**src/rtl/array_bank_regfile.sv**
```systemverilog
// Banked register-array store with one write port, one registered read port and
// a sequenced clear that fills every entry with CLEAR_VALUE after reset or on request.
// Optional parity storage is enabled by defining ARRAY_BANK_REGFILE_PARITY_EN.
module array_bank_regfile #(
   parameter int unsigned WIDTH       = 10,
   parameter int unsigned DEPTH       = 10,
   parameter int unsigned BANKS       = 2,
   parameter int unsigned CLEAR_VALUE = 1,
   localparam int unsigned BW = (BANKS > 1) ? $clog2(BANKS) : 1,
   localparam int unsigned AW = (DEPTH > 1) ? $clog2(DEPTH) : 1
) (
   input  logic             i_clk,
   input  logic             i_rst,
   input  logic             i_wr_en,
   input  logic [BW-1:0]    i_wr_bank,
   input  logic [AW-1:0]    i_wr_addr,
   input  logic [WIDTH-1:0] i_wr_data,
`ifdef ARRAY_BANK_REGFILE_PARITY_EN
   input  logic             i_wr_perr_inject,
   output logic             o_rd_perr,
`endif
   input  logic             i_rd_en,
   input  logic [BW-1:0]    i_rd_bank,
   input  logic [AW-1:0]    i_rd_addr,
   output logic             o_rd_valid,
   output logic [WIDTH-1:0] o_rd_data,
   input  logic             i_clear,
   output logic             o_busy
);

   localparam logic [WIDTH-1:0] ClearWord = WIDTH'(CLEAR_VALUE);

   typedef enum logic [0:0] {StIdle, StClear} state_e;

   state_e           state_q, state_d;
   logic [AW-1:0]    ptr_q, ptr_d;
   logic [WIDTH-1:0] mem_q [BANKS][DEPTH];
   logic             rd_valid_q, rd_valid_d;
   logic [WIDTH-1:0] rd_data_q, rd_data_d;

   logic clear_we, wr_in_range, rd_in_range, wr_acc, rd_acc, fwd;

   assign o_busy      = (state_q == StClear);
   assign clear_we    = o_busy && !i_rst;
   assign wr_in_range = (32'(i_wr_bank) < BANKS) && (32'(i_wr_addr) < DEPTH);
   assign rd_in_range = (32'(i_rd_bank) < BANKS) && (32'(i_rd_addr) < DEPTH);
   // A clear request in the same cycle takes priority over the write.
   assign wr_acc      = i_wr_en && !o_busy && !i_clear && !i_rst && wr_in_range;
   assign rd_acc      = i_rd_en && !o_busy && !i_rst;
   assign fwd         = wr_acc && (i_wr_bank == i_rd_bank) && (i_wr_addr == i_rd_addr);

   // Clear sequencer state and pointer register.
   always_ff @(posedge i_clk) begin
      if (i_rst) begin
         state_q <= StClear;
         ptr_q   <= '0;
      end else begin
         state_q <= state_d;
         ptr_q   <= ptr_d;
      end
   end

   // Clear sequencer next-state: one entry per cycle across all banks.
   always_comb begin
      state_d = state_q;
      ptr_d   = ptr_q;
      unique case (state_q)
         StIdle: begin
            if (i_clear) begin
               state_d = StClear;
               ptr_d   = '0;
            end
         end
         StClear: begin
            if (32'(ptr_q) >= DEPTH - 1) begin
               state_d = StIdle;
               ptr_d   = '0;
            end else begin
               ptr_d = ptr_q + 1'b1;
            end
         end
         default: begin
            state_d = StClear;
            ptr_d   = '0;
         end
      endcase
   end

   // Storage update: clear row write or single accepted write.
   always_ff @(posedge i_clk) begin
      for (int unsigned b = 0; b < BANKS; b++) begin
         for (int unsigned d = 0; d < DEPTH; d++) begin
            if (clear_we && (32'(ptr_q) == d)) begin
               mem_q[b][d] <= ClearWord;
            end else if (wr_acc && (32'(i_wr_bank) == b) && (32'(i_wr_addr) == d)) begin
               mem_q[b][d] <= i_wr_data;
            end
         end
      end
   end

   // Read mux with write-first forwarding; out-of-range reads return zero.
   always_comb begin
      logic [WIDTH-1:0] word;
      word = '0;
      for (int unsigned b = 0; b < BANKS; b++) begin
         for (int unsigned d = 0; d < DEPTH; d++) begin
            if ((32'(i_rd_bank) == b) && (32'(i_rd_addr) == d)) begin
               word = mem_q[b][d];
            end
         end
      end
      if (fwd) begin
         word = i_wr_data;
      end
      if (!rd_in_range) begin
         word = '0;
      end
      rd_valid_d = rd_acc;
      rd_data_d  = rd_acc ? word : rd_data_q;
   end

   // Registered read outputs; data holds when no read is accepted.
   always_ff @(posedge i_clk) begin
      if (i_rst) begin
         rd_valid_q <= 1'b0;
         rd_data_q  <= '0;
      end else begin
         rd_valid_q <= rd_valid_d;
         rd_data_q  <= rd_data_d;
      end
   end

   assign o_rd_valid = rd_valid_q;
   assign o_rd_data  = rd_data_q;

`ifdef ARRAY_BANK_REGFILE_PARITY_EN
   logic par_q [BANKS][DEPTH];
   logic rd_perr_q, rd_perr_d;

   // Parity storage: even parity of the data, optionally inverted on injection.
   always_ff @(posedge i_clk) begin
      for (int unsigned b = 0; b < BANKS; b++) begin
         for (int unsigned d = 0; d < DEPTH; d++) begin
            if (clear_we && (32'(ptr_q) == d)) begin
               par_q[b][d] <= ^ClearWord;
            end else if (wr_acc && (32'(i_wr_bank) == b) && (32'(i_wr_addr) == d)) begin
               par_q[b][d] <= (^i_wr_data) ^ i_wr_perr_inject;
            end
         end
      end
   end

   // Parity check on the read word; a forwarded write mismatches only when injected.
   always_comb begin
      logic par, dat_par;
      par     = 1'b0;
      dat_par = 1'b0;
      for (int unsigned b = 0; b < BANKS; b++) begin
         for (int unsigned d = 0; d < DEPTH; d++) begin
            if ((32'(i_rd_bank) == b) && (32'(i_rd_addr) == d)) begin
               par     = par_q[b][d];
               dat_par = ^mem_q[b][d];
            end
         end
      end
      rd_perr_d = 1'b0;
      if (rd_acc && rd_in_range) begin
         rd_perr_d = fwd ? i_wr_perr_inject : (par != dat_par);
      end
   end

   // Parity error flag registered alongside read valid.
   always_ff @(posedge i_clk) begin
      if (i_rst) begin
         rd_perr_q <= 1'b0;
      end else begin
         rd_perr_q <= rd_perr_d;
      end
   end

   assign o_rd_perr = rd_perr_q;
`endif

endmodule

```
**config.mk**
```make
export PLATFORM = sky130hd
export DESIGN_NAME = array_bank_regfile
export DESIGN_NICKNAME = d
export VERILOG_FILES = /design/src/rtl/array_bank_regfile.sv
export SDC_FILE = /design/constraint.sdc
export NUM_CORES = 1
export LEC_CHECK = 0
export CAP_MARGIN = 20
export CORE_UTILIZATION = 40
export CTS_CLUSTER_DIAMETER = 150
export DETAILED_ROUTE_END_ITERATION = 10
export HOLD_SLACK_MARGIN = 0.05
export PLACE_DENSITY = 0.59
export RECOVER_POWER = 25
export SYNTH_ARGS = -nofsm -noshare
export SYNTH_HDL_FRONTEND = slang
export SYNTH_SLANG_ARGS = --single-unit
```
**constraint.sdc**
```tcl
create_clock -name i_clk -period 5.19 [get_ports i_clk]
set_clock_uncertainty 0.1 [all_clocks]
set_input_delay 1.038 -clock i_clk [delete_from_list [all_inputs] [get_ports i_clk]]
set_output_delay 1.038 -clock i_clk [all_outputs]
set_load 0.03 [all_outputs]
```
==> flow_summary.toml, run 1 <==
[synthesis]
yosysSeqAreaShare_pct = 55.77
post_synth.cell_area_avg_um2 = 11.47
syn_nets = 1019
synth_top_cell_by_area = "edfxtp_1"
synth_area_um2 = 11340
synth_enable_flop_cells = 200
yosysUniqueCellTypes = 87
synth_seq_cells = 216
async_flop_share_pct = 0
synth_top_flop_cell = "edfxtp_1"
synth_top_area_share_pct = 52.95
synth-warning-count = 0
syn_inst = 989
synth_area_leaders = "edfxtp_1 (53%), and2_1 (9.6%), dfxtp_1 (2.8%), o21ai_0 (2.2%), a21oi_1 (1.7%)"

[setup_path]
cp.arrival_ps = 3830
crit_chain = "dlygate4sd3_1, nor2_1, nand3_1, nor4b_1, nor2b_1, and2b_1, nand2b_1"
path_max_fanout = 11
ff2ff_path_depth = 6
r2r_setup_slack_ps = 2330
slowest_stage = "dlygate4sd3_1"
slowest_delay_ps = 690
startpoint_type = "primary input"
r2r-start = "o_busy$_SDFF_PP1_"
reg2reg_to = "mem_q[0][10]$_SDFFCE_PN1P_"
required_ps = 5260
crit_type = "primary input to flop"
end_kind = "flop"

[clock_tree]
clk_latency_ps = 530
cts.path.max_buffers = 3
post_cts_buffers = 0
cts_hold_buf = 0
cts_tree = "built"
cts-resized-gates = 0
numClockSinks = 216
h-tree-depth = 1
cts_buffers = 24
cts.reportedPaths.clkPinSlew_ps = 60
clockRootBuffer = "clkbuf_16"

[worst_hold_path]
holdPathEnd = "o_rd_data[0]$_SDFFE_PP0P_"
hold_depth = 2
hp-class = "flop to flop"
hp-start = "o_rd_data[0]$_SDFFE_PP0P_"

[routing]
first_pass_iters = 5
wl_per_cell_um = 26.22
ant_nets = 0
drt-vias-per-instance = 5.889
drt_wl_total_mm = 36.95
drc = 0
drt_iter0_drc = 937
vias = 8297

[global_route]
first_global_vias = 8000
grt_first_pass_wirelength_mm = 53.99
grt_overflow = 0
grt_max_degree = 54
grt_usage_pct = 25.91
grt_antenna_before_repair = 1

[floorplan]
boundaryPins = 37
die_h_um = 170.4
dieArea_um2 = 29040
initial_core_util_pct = 40.72
core_um2 = 27860
row_count = 61
die_w_um = 170.4

[timing]
period_share_pct = 72.51
slew_headroom_pct = 21.01
setup_violations = 0
grt_setup_unrepaired = "no"
fin_crit_ps = 3763
slew_violations = 0
hold_viol_final = 0
tns_ps = 0
worst_pin_slew_ps = 1181
max_freq_mhz = 265.7

[finish]
fillCellCount = 2519
n_antenna_cell = 0
syn2layout_area_growth_pct = 12.33
fin_util_pct = 45.74
drive_gt1_share_pct = 10.48
nets = 1044
layout_commonest_cell = "edfxtp_1"
mostFrequentLayoutCells = "edfxtp_1 (200), and2_1 (161), nor2_1 (50)"

[placement]
port_buffers = 36
dp_hpwl_mm = 25.03
routabilityCongestion = 0.9558

[power]
cellPowerDensity_nw_per_um2 = 305.5
ir_drop_uv = 312.8
leakage_nw = 4.657

[job]
drv_cap = 0

[run_status]
status = "finished clean"
## report_power, final
part           switching [mW]  internal, mW  total [mW]  leakage [nW]
Clock                   0.720         0.925        1.65         0.362
Combinational           0.230        0.0986       0.328          1.99
Sequential             0.0117          1.91        1.92          2.30
Total                   0.961          2.93        3.89          4.66
## worst max-delay path: cells and delay by family
| family | cells | cell delay, ps |
|---|---|---|
| buffers and inverters | 1 | 690 |
| AND/OR/NAND/NOR | 6 | 2110 |
## cell families (layout without fill, tap and decap cells)
kind of cell    Yosys count  in the layout  share of synthesized area, %
simple gates            420            420                         21.89
buf+inv                  97            139                         4.864
mux                      30             30                         3.430
fa+ha+maj                 5              5                        0.5515
flops                   216            216                         55.77
compound gates          216            216                         13.10
xor+xnor                  5              5                        0.3861
## how the worst max path moves through the flow
stage | from | to | depth (start not counted)
2_1_floorplan | i_rst | mem_q[1][50]$_SDFFCE_PN1P_ | 7
3_3_place_gp | i_rd_bank | o_rd_data[0]$_SDFFE_PP0P_ | 8
3_5_place_dp | i_rst | mem_q[0][16]$_SDFFCE_PN0P_ | 7
4_1_cts | i_rst | mem_q[0][16]$_SDFFCE_PN0P_ | 7
5_1_grt | i_rst | mem_q[0][16]$_SDFFCE_PN0P_ | 7
6_report | i_rst | mem_q[0][10]$_SDFFCE_PN1P_ | 7
## sequential cells by signal, indices dropped and copies added (netlist names)
register	flops
o_rd_data	10
ptr_q	4
o_rd_valid	1
o_busy	1
mem_q	200
## layout make-up
| type | count | area [um^2] | share of cell area (%) |
|---|---|---|---|
| flip-flops and latches | 216 | 6326 | 49.65 |
| multi-input cells | 676 | 4476 | 35.12 |
| repair buffers | 75 | 653.1 | 5.126 |
| clock buffers | 29 | 640.6 | 5.027 |
| well taps | 378 | 473.0 | 3.712 |
| clock inverters | 14 | 95.09 | 0.7463 |
| inverters | 21 | 78.83 | 0.6186 |
## routing by layer
metal	global-route usage (%)	vias to the layer above	share of wire, %
li1	-	3716	-
met1	37.62	4022	44
met2	38.17	461	43
met3	4.186	98	9.2
met4	10.93	0	4.3
met5	0	-	0
## per-stage QoR
step	total power [mW]	hold slack [ps]	std cells	instance area [um^2]	setup slack [ps]
final	3.892	378.8	1409	12740	1427
after CTS	3.891	378.8	1406	12720	1585
after detailed placement	2.271	360.2	1363	11980	1041
after floorplan	2.147	410.2	989	11340	2024
after global routing	3.989	396.5	1409	12740	1207
after global placement	2.270	371.7	1362	11970	1141
## synth_stat cells, types with 4 or more instances
master and n:
o21ai_0 49, mux2i_1 16, mux4_2 6, inv_1 18, and2_1 174, o2111ai_1 5, mux2_2 6, o21ai_1 6
nand3b_1 6, o22a_1 4, buf_4 8, nand2_1 40, buf_2 14, clkbuf_1 35, a32oi_1 5, dfxtp_1 16
edfxtp_1 200, ha_1 5, a21o_1 6, o31ai_1 7, nor4_1 4, nand3_1 27, o32ai_1 4, o211ai_1 11
o22ai_1 14, nand2b_1 24, and3_1 13, nor3_1 15, buf_6 17, or3_1 17, a21oi_1 39, nor2b_1 16
a221oi_1 5, nor2_1 50, a2bb2oi_1 5, o221ai_1 7, a221o_1 4, a211oi_1 9, nor3b_1 4, nand4_1 4
(Power assumes the default switching activity.)
==> run 2: changes to the inputs <==
Settings changed: PLACE_DENSITY 0.59 to 0.61.
Clock period 5.19 ns to 3.1 ns, I/O delays scaled along.
==> run 2 against run 1 <==
Effect of this change:
- critical path type unchanged
- sequential power is 67% higher
- critical endpoint is now o_rd_data[0]$_SDFFE_PP0P_
- cell count increased by 5.0%
- first-iteration DRC count increased by 11%
- die area is the same
==> flow_summary.toml, run 2 (synthesis gave the netlist of run 1 again) <==
[run_status]
status = "finished clean"

[routing]
wl_per_cell_um = 26.04
vias = 8634
drc = 0
first_pass_iters = 7
drt_iter0_drc = 1044
drt-vias-per-instance = 5.838
drt_wl_total_mm = 38.51
ant_nets = 0

[finish]
mostFrequentLayoutCells = "edfxtp_1 (200), and2_1 (153), buf_4 (94)"
layout_commonest_cell = "edfxtp_1"
top_register = "mem_q"
syn2layout_area_growth_pct = 17.34
multi_input_area_um2 = 4476
nets = 1115
fillCellCount = 2556
fin_util_pct = 47.78
n_antenna_cell = 0
drive_gt1_share_pct = 16.08
largest_reg_flops = 200
seqCellArea_um2 = 6326

[floorplan]
core_um2 = 27860
row_count = 61
dieArea_um2 = 29040
die_w_um = 170.4
initial_core_util_pct = 40.72
die_h_um = 170.4
boundaryPins = 37

[setup_path]
startpoint_type = "primary input"
required_ps = 3390
cp.arrival_ps = 2940
crit_type = "primary input to flop"
r2r_setup_slack_ps = 830
end_kind = "flop"
path_max_fanout = 30

[power]
switching_share_pct = 23.70
p_switching_mw = 1.585
power_mw = 6.688
pwr-share-seq_pct = 48.1
p_comb_share_pct = 9.0
pwr-share-clk_pct = 42.9
ir_drop_uv = 407.2
cellPowerDensity_nw_per_um2 = 502.5
internal_power_mw = 5.103
leakage_nw = 4.971

[global_route]
grt_first_pass_wirelength_mm = 56.30
grt_overflow = 0
grt_max_degree = 31
first_global_vias = 8285
grt_antenna_before_repair = 0
grt_usage_pct = 27.21

[clock_tree]
cts_buffers = 23
numClockSinks = 216
post_cts_buffers = 0
h-tree-depth = 1
cts-resized-gates = 0
cts.reportedPaths.clkPinSlew_ps = 70
clk_latency_ps = 510
clockRootBuffer = "clkbuf_16"
cts_tree = "built"
cts_hold_buf = 0
cts.path.max_buffers = 3

[placement]
routabilityCongestion = 0.9862
dp_hpwl_mm = 27.97
port_buffers = 36

[worst_hold_path]
hp-class = "flop to flop"

[timing]
slew_violations = 0
grt_setup_unrepaired = "no"
max_freq_mhz = 376.6
fin_crit_ps = 2655
slew_headroom_pct = 44.75
setup_violations = 0
hold_viol_final = 0
worst_pin_slew_ps = 807.8
period_share_pct = 85.65

[job]
drv_cap = 0
[run 2: cell count changes in the layout (fill, tap and decap cells not counted), moves of 4 or more]
cell,delta
and2_0,+8
buf_12,+4
clkbuf_1,+4
buf_4,+66
dlygate4sd3_1,-11
and2_1,-8
clkdlybuf4s50_1,+11
[run 2: per-layer routing]
layer / part of all wire (%) / global-route usage, % / up-vias
met2: 45 / 42.27 / 438
li1: - / - / 3854
met5: 0 / 0 / -
met1: 44 / 39.75 / 4269
met4: 3.1 / 8.382 / 0
met3: 7.9 / 3.047 / 73
[run 2: metrics by stage]
step	hold slack [ps]	std cells	instance area [um^2]	setup slack, ps	setup TNS (ps)
after CTS	395.8	1479	13360	492.3	0
after global placement	378.8	1438	12580	-65.56	-65.56
after global routing	404.3	1479	13310	206.7	0
after floorplan	410.2	989	11340	352.4	0
after detailed placement	371.1	1438	12580	-26.89	-26.89
final	382.2	1479	13310	444.7	0
[run 2: final timing paths]
kind / start / endpoint / cells after the start
hold reg to reg: o_rd_data[3]$_SDFFE_PP0P_ / o_rd_data[3]$_SDFFE_PP0P_ / 1
setup / recovery: i_rd_addr[3] / o_rd_data[0]$_SDFFE_PP0P_ / 8
hold / removal: o_rd_data[3]$_SDFFE_PP0P_ / o_rd_data[3]$_SDFFE_PP0P_ / 1
setup reg to reg: o_busy$_SDFF_PP1_ / mem_q[1][28]$_SDFFCE_PN0P_ / 6
[run 2: cell type report]
class                           instances  share of cell area, %
Inverter                               21                 0.5922
Multi-Input combinational cell        676                  33.62
Clock buffer                           26                  4.409
Clock inverter                         15                  1.429
Timing Repair Buffer                  147                  8.864
Tap cell                              378                  3.553
Sequential cell                       216                  47.53
[run 2: worst max-delay path: stages]
cell and delay [ps]:
clkdlybuf4s50_1 510, buf_12 200, xnor2_1 100, and4_4 200, and3_4 250, a221o_1 350, nor4_1 560, o31ai_1 130
[run 2: power by group through the flow]
stage	registers (mW)	logic, mW	clock network [mW]
after global placement	3.28	0.592	0
after floorplan	3.27	0.327	0
final	3.21	0.603	2.87
after detailed placement	3.27	0.592	0
after CTS	3.21	0.595	2.91
after global routing	3.22	0.635	3.02
==> run 3: changes to the inputs <==
Settings changed: SKIP_CTS_REPAIR_TIMING set to 1.
==> results of run 3 <==
Same layout as run 2: the final DEF is identical, and so are final timing and power.
